<file path="src/rtl/ibex_rf_wb_merge.sv">
// ============================================================================
// Module      : ibex_rf_wb_merge
// Description : Write-back merge stage ahead of the register-file write port.
//               Merges the single-cycle execute write-back with the
//               variable-latency load write-back into one registered write
//               stream. Loads that lose arbitration wait in a small in-order
//               FIFO, and a per-register pending mask is exported so decode
//               can stall on hazards against queued loads.
//
// Parameters  : DataWidth  - write data width
//               NumRegs    - number of architectural registers
//               FifoDepth  - load holding entries (1..4)
//
// Ports       : clk_i, rst_i              clock, synchronous active-high reset
//               ex_we_i/_waddr_i/_wdata_i execute write (always accepted)
//               lsu_valid_i/lsu_ready_o   load write handshake
//               lsu_waddr_i/lsu_wdata_i   load write address / data
//               rf_we_o/_waddr_o/_wdata_o registered register-file write
//               pending_o                 registers targeted by queued loads
//               stall_cnt_o               load back-pressure cycle counter
//
// Build option: IBEX_RF_WB_STATS_EN - when defined, stall_cnt_o is a 16-bit
//               saturating count of cycles with lsu_valid_i=1 and
//               lsu_ready_o=0; otherwise stall_cnt_o is tied to zero.
//
// Revision    : 1.0 - initial release
// ============================================================================

`default_nettype none

module ibex_rf_wb_merge #(
    parameter int unsigned DataWidth = 32,
    parameter int unsigned NumRegs   = 32,
    parameter int unsigned FifoDepth = 2
) (
    input  logic                         clk_i,
    input  logic                         rst_i,

    input  logic                         ex_we_i,
    input  logic [$clog2(NumRegs)-1:0]   ex_waddr_i,
    input  logic [DataWidth-1:0]         ex_wdata_i,

    input  logic                         lsu_valid_i,
    output logic                         lsu_ready_o,
    input  logic [$clog2(NumRegs)-1:0]   lsu_waddr_i,
    input  logic [DataWidth-1:0]         lsu_wdata_i,

    output logic                         rf_we_o,
    output logic [$clog2(NumRegs)-1:0]   rf_waddr_o,
    output logic [DataWidth-1:0]         rf_wdata_o,

    output logic [NumRegs-1:0]           pending_o,
    output logic [15:0]                  stall_cnt_o
);

    localparam int unsigned ADDR_WIDTH = $clog2(NumRegs);
    localparam int unsigned CNT_W      = $clog2(FifoDepth + 1);

    // ------------------------------------------------------------------------
    // FIFO storage. Entries are kept compacted toward index 0, so the head is
    // always entry 0 and r_valid is a thermometer code.
    // ------------------------------------------------------------------------
    logic [FifoDepth-1:0]  r_valid;
    logic [ADDR_WIDTH-1:0] r_addr [FifoDepth];
    logic [DataWidth-1:0]  r_data [FifoDepth];

    logic [FifoDepth-1:0]  w_nxt_valid;
    logic [ADDR_WIDTH-1:0] w_nxt_addr [FifoDepth];
    logic [DataWidth-1:0]  w_nxt_data [FifoDepth];

    logic [CNT_W-1:0]      w_count;
    logic [FifoDepth-1:0]  w_live;
    logic [FifoDepth-1:0]  w_keep;

    logic                  w_ex_issue;
    logic                  w_pop;
    logic                  w_lsu_ready;
    logic                  w_lsu_fire;
    logic                  w_lsu_nz;
    logic                  w_lsu_dead;
    logic                  w_bypass;
    logic                  w_push;

    // Occupancy of the holding FIFO.
    always_comb begin
        w_count = '0;
        for (int i = 0; i < FifoDepth; i++) begin
            w_count = w_count + CNT_W'(r_valid[i]);
        end
    end

    // An execute write to x0 is discarded and never wins arbitration.
    assign w_ex_issue = ex_we_i && (ex_waddr_i != '0);

    // A queued load is older than any execute write issuing now, so an entry
    // targeting the same register is stale and is killed in this cycle.
    for (genvar g = 0; g < FifoDepth; g++) begin : g_live
        assign w_live[g] = r_valid[g] &&
                           !(w_ex_issue && (r_addr[g] == ex_waddr_i));
    end

    // Because storage is compacted and cancellation only happens while EX
    // issues, the head can pop exactly when EX is idle and the FIFO is
    // non-empty.
    assign w_pop       = !w_ex_issue && r_valid[0];

    assign w_lsu_ready = (w_count < CNT_W'(FifoDepth)) && !rst_i;
    assign w_lsu_fire  = lsu_valid_i && w_lsu_ready;
    assign w_lsu_nz    = (lsu_waddr_i != '0);

    // A load handed over in the same cycle as an execute write to the same
    // register is also older than that write; queueing it would later
    // overwrite the newer value, so it is dropped after the handshake.
    assign w_lsu_dead  = w_ex_issue && (lsu_waddr_i == ex_waddr_i);

    assign w_bypass    = w_lsu_fire && w_lsu_nz && !w_ex_issue && !r_valid[0];
    assign w_push      = w_lsu_fire && w_lsu_nz && !w_lsu_dead && !w_bypass;

    for (genvar g = 0; g < FifoDepth; g++) begin : g_keep
        if (g == 0) begin : g_head
            assign w_keep[g] = w_live[g] && !w_pop;
        end else begin : g_body
            assign w_keep[g] = w_live[g];
        end
    end

    // Next FIFO contents: surviving entries slide down in order, the accepted
    // load (if any) lands just behind them. Only constant indices are used;
    // the running rank selects the destination slot.
    always_comb begin
        logic [CNT_W-1:0] v_rank;
        v_rank      = '0;
        w_nxt_valid = '0;
        for (int j = 0; j < FifoDepth; j++) begin
            w_nxt_addr[j] = '0;
            w_nxt_data[j] = '0;
        end
        for (int i = 0; i < FifoDepth; i++) begin
            if (w_keep[i]) begin
                for (int j = 0; j < FifoDepth; j++) begin
                    if (v_rank == CNT_W'(j)) begin
                        w_nxt_valid[j] = 1'b1;
                        w_nxt_addr[j]  = r_addr[i];
                        w_nxt_data[j]  = r_data[i];
                    end
                end
                v_rank = v_rank + CNT_W'(1);
            end
        end
        if (w_push) begin
            for (int j = 0; j < FifoDepth; j++) begin
                if (v_rank == CNT_W'(j)) begin
                    w_nxt_valid[j] = 1'b1;
                    w_nxt_addr[j]  = lsu_waddr_i;
                    w_nxt_data[j]  = lsu_wdata_i;
                end
            end
        end
    end

    always_ff @(posedge clk_i) begin
        if (rst_i) begin
            r_valid <= '0;
            for (int j = 0; j < FifoDepth; j++) begin
                r_addr[j] <= '0;
                r_data[j] <= '0;
            end
        end else begin
            r_valid <= w_nxt_valid;
            for (int j = 0; j < FifoDepth; j++) begin
                r_addr[j] <= w_nxt_addr[j];
                r_data[j] <= w_nxt_data[j];
            end
        end
    end

    // ------------------------------------------------------------------------
    // Registered write port: EX, then FIFO head, then bypassed load.
    // ------------------------------------------------------------------------
    logic                  r_rf_we;
    logic [ADDR_WIDTH-1:0] r_rf_waddr;
    logic [DataWidth-1:0]  r_rf_wdata;

    always_ff @(posedge clk_i) begin
        if (rst_i) begin
            r_rf_we    <= 1'b0;
            r_rf_waddr <= '0;
            r_rf_wdata <= '0;
        end else if (w_ex_issue) begin
            r_rf_we    <= 1'b1;
            r_rf_waddr <= ex_waddr_i;
            r_rf_wdata <= ex_wdata_i;
        end else if (w_pop) begin
            r_rf_we    <= 1'b1;
            r_rf_waddr <= r_addr[0];
            r_rf_wdata <= r_data[0];
        end else if (w_bypass) begin
            r_rf_we    <= 1'b1;
            r_rf_waddr <= lsu_waddr_i;
            r_rf_wdata <= lsu_wdata_i;
        end else begin
            r_rf_we    <= 1'b0;
        end
    end

    assign rf_we_o     = r_rf_we;
    assign rf_waddr_o  = r_rf_waddr;
    assign rf_wdata_o  = r_rf_wdata;
    assign lsu_ready_o = w_lsu_ready;

    // Pending mask reflects only entries that survive this cycle's EX write;
    // an incoming push shows up from the next cycle on.
    always_comb begin
        pending_o = '0;
        for (int i = 0; i < FifoDepth; i++) begin
            if (w_live[i]) begin
                pending_o[r_addr[i]] = 1'b1;
            end
        end
    end

    // ------------------------------------------------------------------------
    // Back-pressure statistics.
    // ------------------------------------------------------------------------
`ifdef IBEX_RF_WB_STATS_EN
    logic [15:0] r_stall_cnt;

    always_ff @(posedge clk_i) begin
        if (rst_i) begin
            r_stall_cnt <= '0;
        end else if (lsu_valid_i && !w_lsu_ready && (r_stall_cnt != 16'hFFFF)) begin
            r_stall_cnt <= r_stall_cnt + 16'd1;
        end
    end

    assign stall_cnt_o = r_stall_cnt;
`else
    assign stall_cnt_o = 16'h0000;
`endif

endmodule

`default_nettype wire

</file>
<file path="config.mk">
export PLATFORM = sky130hd
export DESIGN_NAME = ibex_rf_wb_merge
export DESIGN_NICKNAME = d
export VERILOG_FILES = /design/src/rtl/ibex_rf_wb_merge.sv
export SDC_FILE = /design/constraint.sdc
export NUM_CORES = 1
export LEC_CHECK = 0
export CAP_MARGIN = 20
export CORE_UTILIZATION = 44
export DETAILED_ROUTE_END_ITERATION = 10
export MAX_ROUTING_LAYER = met4
export PLACE_DENSITY = 0.74
export SYNTH_ARGS = -nofsm -noshare
export SYNTH_HDL_FRONTEND = slang
export SYNTH_SLANG_ARGS = --single-unit
</file>
<file path="constraint.sdc">
create_clock -name clk_i -period 2.8 [get_ports clk_i]
set_clock_uncertainty 0.15 [all_clocks]
set_input_delay 0.56 -clock clk_i [delete_from_list [all_inputs] [get_ports clk_i]]
set_output_delay 0.56 -clock clk_i [all_outputs]
set_load 0.01 [all_outputs]
</file>
After elaboration in Yosys (flattened, before gate mapping)
Memory sizes are Yosys's and may differ from the RTL's.
Index checks and enable logic that the tools add are counted.
{"block": "totals", "in_bits": 78, "regBits": 40, "wordCells": 98, "ram_bits": 74, "mem_count": 2, "out_inout_bits": 87}
{"name": "r_data", "words": 2, "word_bits": 32, "rd": 2, "rd_ports_with_merged_regs": 0, "write_ports": 2, "line": "65", "text": "logic [DataWidth-1:0] r_data [FifoDepth];"}
{"name": "r_addr", "words": 2, "word_bits": 5, "rd": 2, "rd_ports_with_merged_regs": 0, "write_ports": 2, "line": "64", "text": "logic [ADDR_WIDTH-1:0] r_addr [FifoDepth];"}
{"block": "classes", "reduce_logical": 30, "muxes": 45, "addsub": 2, "eq_ne": 5, "bitwise_logic": 5, "magnitude_cmp": 5}
{"cell": "$mux W32", "n": 12}
{"cell": "$mux W64", "n": 2}
{"cell": "$mux W5", "n": 10}
{"cell": "$or A32 B32 Y32", "n": 1}
{"cell": "$mux W10", "n": 2}
{"cell": "$logic_and A1 B1 Y1", "n": 17}
{"cell": "$eq A5 B5 Y1", "n": 3}
{"cell": "$mux W1", "n": 14}
{"cell": "$lt A5 B6 Y1 const B", "n": 2}
{"cell": "$demux W1 S5", "n": 2}
{"cell": "$ge A5 B1 Y1 const B", "n": 2}
{"cell": "$reduce_bool A5 Y1", "n": 2}
{"cell": "$logic_not A1 Y1", "n": 8}
{"cell": "$mux W2", "n": 3}
{"cell": "$eq A2 B1 Y1 const B", "n": 2}
{"cell": "$logic_not A2 Y1", "n": 2}
{"cell": "$or A1 B1 Y1", "n": 4}
{"cell": "$reduce_bool A3 Y1", "n": 1}
{"cell": "$add A1 B1 Y2", "n": 1}
{"cell": "$add A2 B1 Y2 const B", "n": 1}
{"cell": "$lt A2 B2 Y1 const B", "n": 1}

Logic depth before layout (Yosys ltp)
{"block": "logic_depth", "ltp_word": 13, "ltp_mapped": 13, "ltp_nobuf": 9}

Worst setup path before layout
Ideal clock, no wire load.
{"block": "synth_path", "path_type": "input port to flip-flop", "startpoint": "input ex_waddr_i[0]", "endpoint": "memory r_data[0][13]", "setup_ns": 0.089, "t_required_ns": 2.561, "setup_slack_ns": -0.199, "arrival_time_ns": 2.760, "stages": 13, "n_path_buf": 4, "cell_sequence": "buf_2 > xor2_1 > nor3_1 > a21oi_4 > and2_4 > clkinv_2 > buf_2 > ha_1 > nand2_1 > or2_1 > buf_4 > buf_4 > a311oi_2"}
{"item": "from (decl)", "line": "40", "text": "input logic [$clog2(NumRegs)-1:0] ex_waddr_i,"}
{"item": "to (decl)", "line": "65"}

Worst setup path after layout
{"block": "layout_path", "startpoint": "input ex_waddr_i[2]", "endpoint": "output pending_o[20]"}
{"block": "layout_via", "elab_chain_cells": 8, "word_cells_on_any_way": 13, "cone_classes": "eq/ne: 2; mux: 2; bitwise: 1; reduce/logical: 8"}
{"item": "$reduce_bool A5 Y1", "line": "93", "text": "assign w_ex_issue = ex_we_i && (ex_waddr_i != '0);"}
{"item": "$logic_and A1 B1 Y1", "line": "93"}
{"item": "$logic_and A1 B1 Y1", "line": "99", "text": "!(w_ex_issue && (r_addr[g] == ex_waddr_i));"}
{"item": "$logic_not A1 Y1", "line": "99"}
{"item": "$logic_and A1 B1 Y1", "line": "98", "text": "assign w_live[g] = r_valid[g] &&"}
{"item": "$mux W32", "line": "216", "text": "if (w_live[i]) begin"}
{"item": "$or A32 B32 Y32 (no line)"}
{"item": "$mux W32 (*)", "line": "216"}
{"item": "to (decl)", "line": "52", "text": "output logic [NumRegs-1:0] pending_o,"}
Mark *: on every way between the ends. The rest lies on a longest branch, timed or not.

==> metrics.txt <==
vias in the first global route 6254; fillers 1093; Final HPWL DP 13200 um; die height 119 um; GRT Util Overall 29.3%; DP Area 7960 sq um; setup violators final 32; Root Buffer Master clkbuf_16; sequential fraction of the synthesis area 37.9%; EDFF count, synth 0; Cells after DPL 1007; WL per Instance 19.4 um; final core utilization 65.3%; Final Wtd Congestion 0.970; Buffers on Ports 148; Max Cap Violations 0; final setup slack of the worst path -0.293 ns; Worst Setup End Kind output pin; Max Freq 0.323 GHz; Via density 5.96; Initial Utilization 45.3%; share of cells above drive strength 1 25.0%; P&R area growth vs syn 44.2%; max-slew violations 0; Pwr per Cell Area 537 nW/um^2; antenna violations before repair 0; Mapped Cells 690; hold buffer count at cts 0; CTS tree done; # rows 42; Yosys cell types 52; clk_lat worst skew 0.42 ns; Synth Cell Area 6030 sq um; Final Hold Viols 0; Diodes inserted 0; routed wire length 20300 um; Die Wd 119 um; fin nets 939; Arrival @ worst endpoint 2.38 ns; Top Ports 165; drt first pass iters 5; Warnings, synthesis 0; status finished with violations; hold_ws 0.302 ns; Leak 3.10 nW; DRC 0; Hold/Removal Path Class flip-flop to flip-flop; die area 14200 sq um; total CTS buffers 17; final standard cell area without fillers 8690 sq um; # H-tree levels 4; clk sinks 114; asr flop ratio synth 0%; CTS Buffer Depth 2; final period utilization 110%; Worst slew margin 33.6%; first-pass GRT wire length 32300 um; startpoint types input pin; commonest non-fill, non-tap cell in the layout dfxtp_1; post-layout min period 3.09 ns; Vias 6242; most frequent cells in the layout dfxtp_1, clkdlybuf4s50_1, nand2_1; actual slew at the worst max-slew pin 0.996 ns; register bit count reported by yosys 114; worst-path fanout max 8; largest net degree at the start of global routing 80; unrepaired setup endpoints after global routing true; CTS clk-pin slew, worst paths 0.06 ns; WP data required 2.09 ns; PnR Total Power 4.66 mW; worst vdd ir 0.000389 V; syn avg cell area 8.73 sq um; core area 13300 sq um; Iteration-0 DRC Markers 519; fin cells 1047; failing checks setup timing; Synth Flop Type dfxtp_1; WS Path Type input pin to output pin; grt total ovfl 0; Detail Route Antenna Nets 0
==> final timing paths <==
check	startpoint	endpoint	slack (ns)	depth (start not counted)
worst min-delay path	rf_wdata_o[7]	rf_wdata_o[7]	0.30	2
worst max-delay path	ex_waddr_i[2]	pending_o[20]	-0.29	7
worst max register to register	r_addr[0][7]	r_data[0][11]	0.20	11
worst min register to register	rf_wdata_o[7]	rf_wdata_o[7]	0.30	2
==> per-layer routing <==
| layer | wire length, um | part of all wire, % | global-route usage, % | up-vias |
|---|---|---|---|---|
| met2 | 9940 | 49 | 47.5 | 284 |
| met4 | 284 | 1.4 | 10.5 | 0 |
| li1 | - | - | - | 2899 |
| met5 | 0 | 0 | - | - |
| met3 | 1340 | 6.6 | 4.69 | 27 |
| met1 | 8740 | 43 | 36.7 | 3032 |
==> cells in the mapped netlist, types with 2 or more instances <==
library cell	instances	area [sq um]
a21oi_1	38	190
a221oi_1	2	17.5
a22o_1	36	315
a311oi_1	18	158
a311oi_2	18	270
buf_1	4	15.0
buf_2	19	95.1
buf_4	25	188
clkbuf_1	43	161
dfxtp_1	114	2280
ha_1	3	37.5
inv_1	3	11.3
mux2_2	2	22.5
mux2i_1	36	360
nand2_1	78	293
nand3_1	76	380
nand3b_1	7	52.6
nand4b_1	2	17.5
nor2_1	7	26.3
nor3_1	42	210
nor3b_4	2	37.5
o211ai_1	36	270
o22ai_1	32	200
or3_1	4	25.0
or3b_2	3	26.3
xnor2_1	6	52.6
xor2_1	9	78.8
==> power by group <==
group	internal [mW]	switching (mW)
logic	0.355	0.387
clock network	1.33	0.859
registers	1.69	0.0373
total	3.38	1.28
==> cell type report <==
cell class / count / area (sq um) / area share, %
well taps: 176 / 220 / 2.53
repair buffers: 226 / 2010 / 23.1
inverters: 4 / 20.0 / 0.230
clock buffers: 17 / 425 / 4.90
flip-flops and latches: 114 / 2290 / 26.3
clock inverters: 15 / 171 / 1.97
multi-input cells: 495 / 3550 / 40.9
==> per-stage QoR <==
stage | setup slack [ns] | setup TNS (ns)
after detailed placement | -1.14 | -104.55
after global placement | -1.10 | -100.44
after global routing | -0.348 | -6.43
final | -0.293 | -4.17
after floorplan | -0.0662 | -0.503
after CTS | -0.324 | -4.94
==> worst max-delay path: stages <==
cell and delay (ns):
buf_8 0.10, or3_4 0.38, o31a_1 0.32, a31oi_4 0.23
or3b_4 0.50, o22ai_2 0.12, buf_2 0.16
==> what timing repair did <==
| action | in CTS | in global routing |
|---|---|---|
| resized for setup | 174 | 14 |
| setup endpoints to repair | 113 | 91 |
| gates cloned | 0 | 1 |
| buffers inserted | 7 | 1 |
| pin swaps | 22 | 9 |
==> cells by family after synthesis <==
family | after synthesis | share of synthesized area (%)
adders and majority gates | 3 | 0.623
other | 1 | 0.0622
AOI/OAI and AO/OA | 191 | 25.6
buffers and inverters | 96 | 8.08
xor gates and xnor gates | 15 | 2.18
muxes | 38 | 6.35
DFF | 114 | 37.9
and+or+nand+nor | 232 | 19.2
==> flip-flops by register name, summed over array words and instances (netlist names) <==
name        cells
rf_we_o         1
rf_wdata_o     32
r_data         64
r_valid         2
rf_waddr_o      5
r_addr         10
(Power assumes the default switching activity.)
==> RTL edit, RTL diff (same settings) <==
`DataWidth`: 32 -> 16.
--- a/src/rtl/ibex_rf_wb_merge.sv
+++ b/src/rtl/ibex_rf_wb_merge.sv
@@ -30,5 +30,5 @@
 
 module ibex_rf_wb_merge #(
-    parameter int unsigned DataWidth = 32,
+    parameter int unsigned DataWidth = 16,
     parameter int unsigned NumRegs   = 32,
     parameter int unsigned FifoDepth = 2
Ports: changed (resized ex_wdata_i, lsu_wdata_i and rf_wdata_o); port bits go from 165 to 117. The function was not compared with the original's and may differ.
==> RTL edit against the original RTL <==
  * The flow still finishes with violations (negative setup slack)
  * Design area down 31%
  * Setup slack lost 0.030 ns
  * Highest routed layer unchanged
  * Sequential share of layout area down 4.2 points
  * Core utilization rose by 7.5 points
  * Sequential cell count fell by 48
  * Critical endpoint unchanged
  * First-iteration DRC count down 51%
  * Cell count down 34%
  * Maximum frequency fell by 0.98%
  * Register-to-register slack got worse by 0.15 ns
  * Critical path depth rose by 2
  * Routed wire length shrank 33%
  * Via count fell by 31%
  * Power fell by 51%
  * Synthesized area decreased by 38%
==> RTL edit: results (changes against the original RTL) <==
[outcome]
outcome=finished, violations left
violations=negative setup slack

[worst_setup_path]
slowest_delay_ns=0.45  ; -0.05 ns

[yosys]
yosysSeqAreaShare_pct=35.4  ; -2.5 points
muxShareOfSynthArea_pct=3.21  ; -3.1 points
synthCells=452  ; -34%
synth_area_sq_um=3740  ; -38%
synthXorXnorAreaFrac_pct=3.52  ; +1.3 points

[clock_network]
numCtsBuffers=9  ; -8
insertion_delay_ns=0.33  ; -0.09 ns

[finish]
area_share_nonclk_buffers_pct=25.3  ; +2.2 points
clockBufferCount=12  ; -5
utilization_pct=72.9  ; +7.5 points
multi_input_area_share_pct=46.9  ; +6.0 points
buffers_excl_clock=168  ; -26%
inv_count=5  ; +1

[power]
leakagePower_uw=0.00212  ; -32%
combPwrFrac_pct=22.4  ; +6.5 points
clkPwrFrac_pct=33.9  ; -13 points

[place]
post-place-cells=666  ; -34%
gp_congestion=0.872  ; -10%
dp.final_hpwl_um=8520  ; -35%
dpl_cell_area_sq_um=5380  ; -32%

[routing]
drt-vias-per-instance=6.21  ; +4.2%
wl_per_cell_um=19.5  ; +0.62%
wl_met2_um=6820  ; -31%

[grt]
global_route.usage.met2_pct=48.6  ; +1.1 points
grt.total_usage_pct=29.8  ; +0.55 points
use_met3_pct=4.85  ; +0.16 points

[sta]
setup_slack_ns=-0.324  ; -0.0305 ns
setup_viol=53  ; +66%

-- RTL edit: changes by cell type in the layout (fill, tap and decap cells not counted), sizes merged, moves of 17 or more --
cell           delta
clkdlybuf4s50    -48
dfxtp            -48
mux2i            -24
nand2            -29
nand3            -43
nor3             -17
-- RTL edit: cell families after synthesis --
family / Yosys count
xor gates and xnor gates: 15
muxes: 12
other: 1
adders and majority gates: 3
buffers and inverters: 69
and+or+nand+nor: 149
AOI/OAI and AO/OA: 137
DFF: 66
-- RTL edit: worst paths after layout --
| path | cells after the start | slack, ns | from | endpoint |
|---|---|---|---|---|
| max | 9 | -0.32 | ex_waddr_i[4] | pending_o[20] |
| min | 2 | 0.30 | rf_waddr_o[3] | rf_waddr_o[3] |
| max reg2reg | 13 | 0.05 | r_addr[0][5] | r_data[0][15] |
| min reg2reg | 2 | 0.30 | rf_waddr_o[3] | rf_waddr_o[3] |
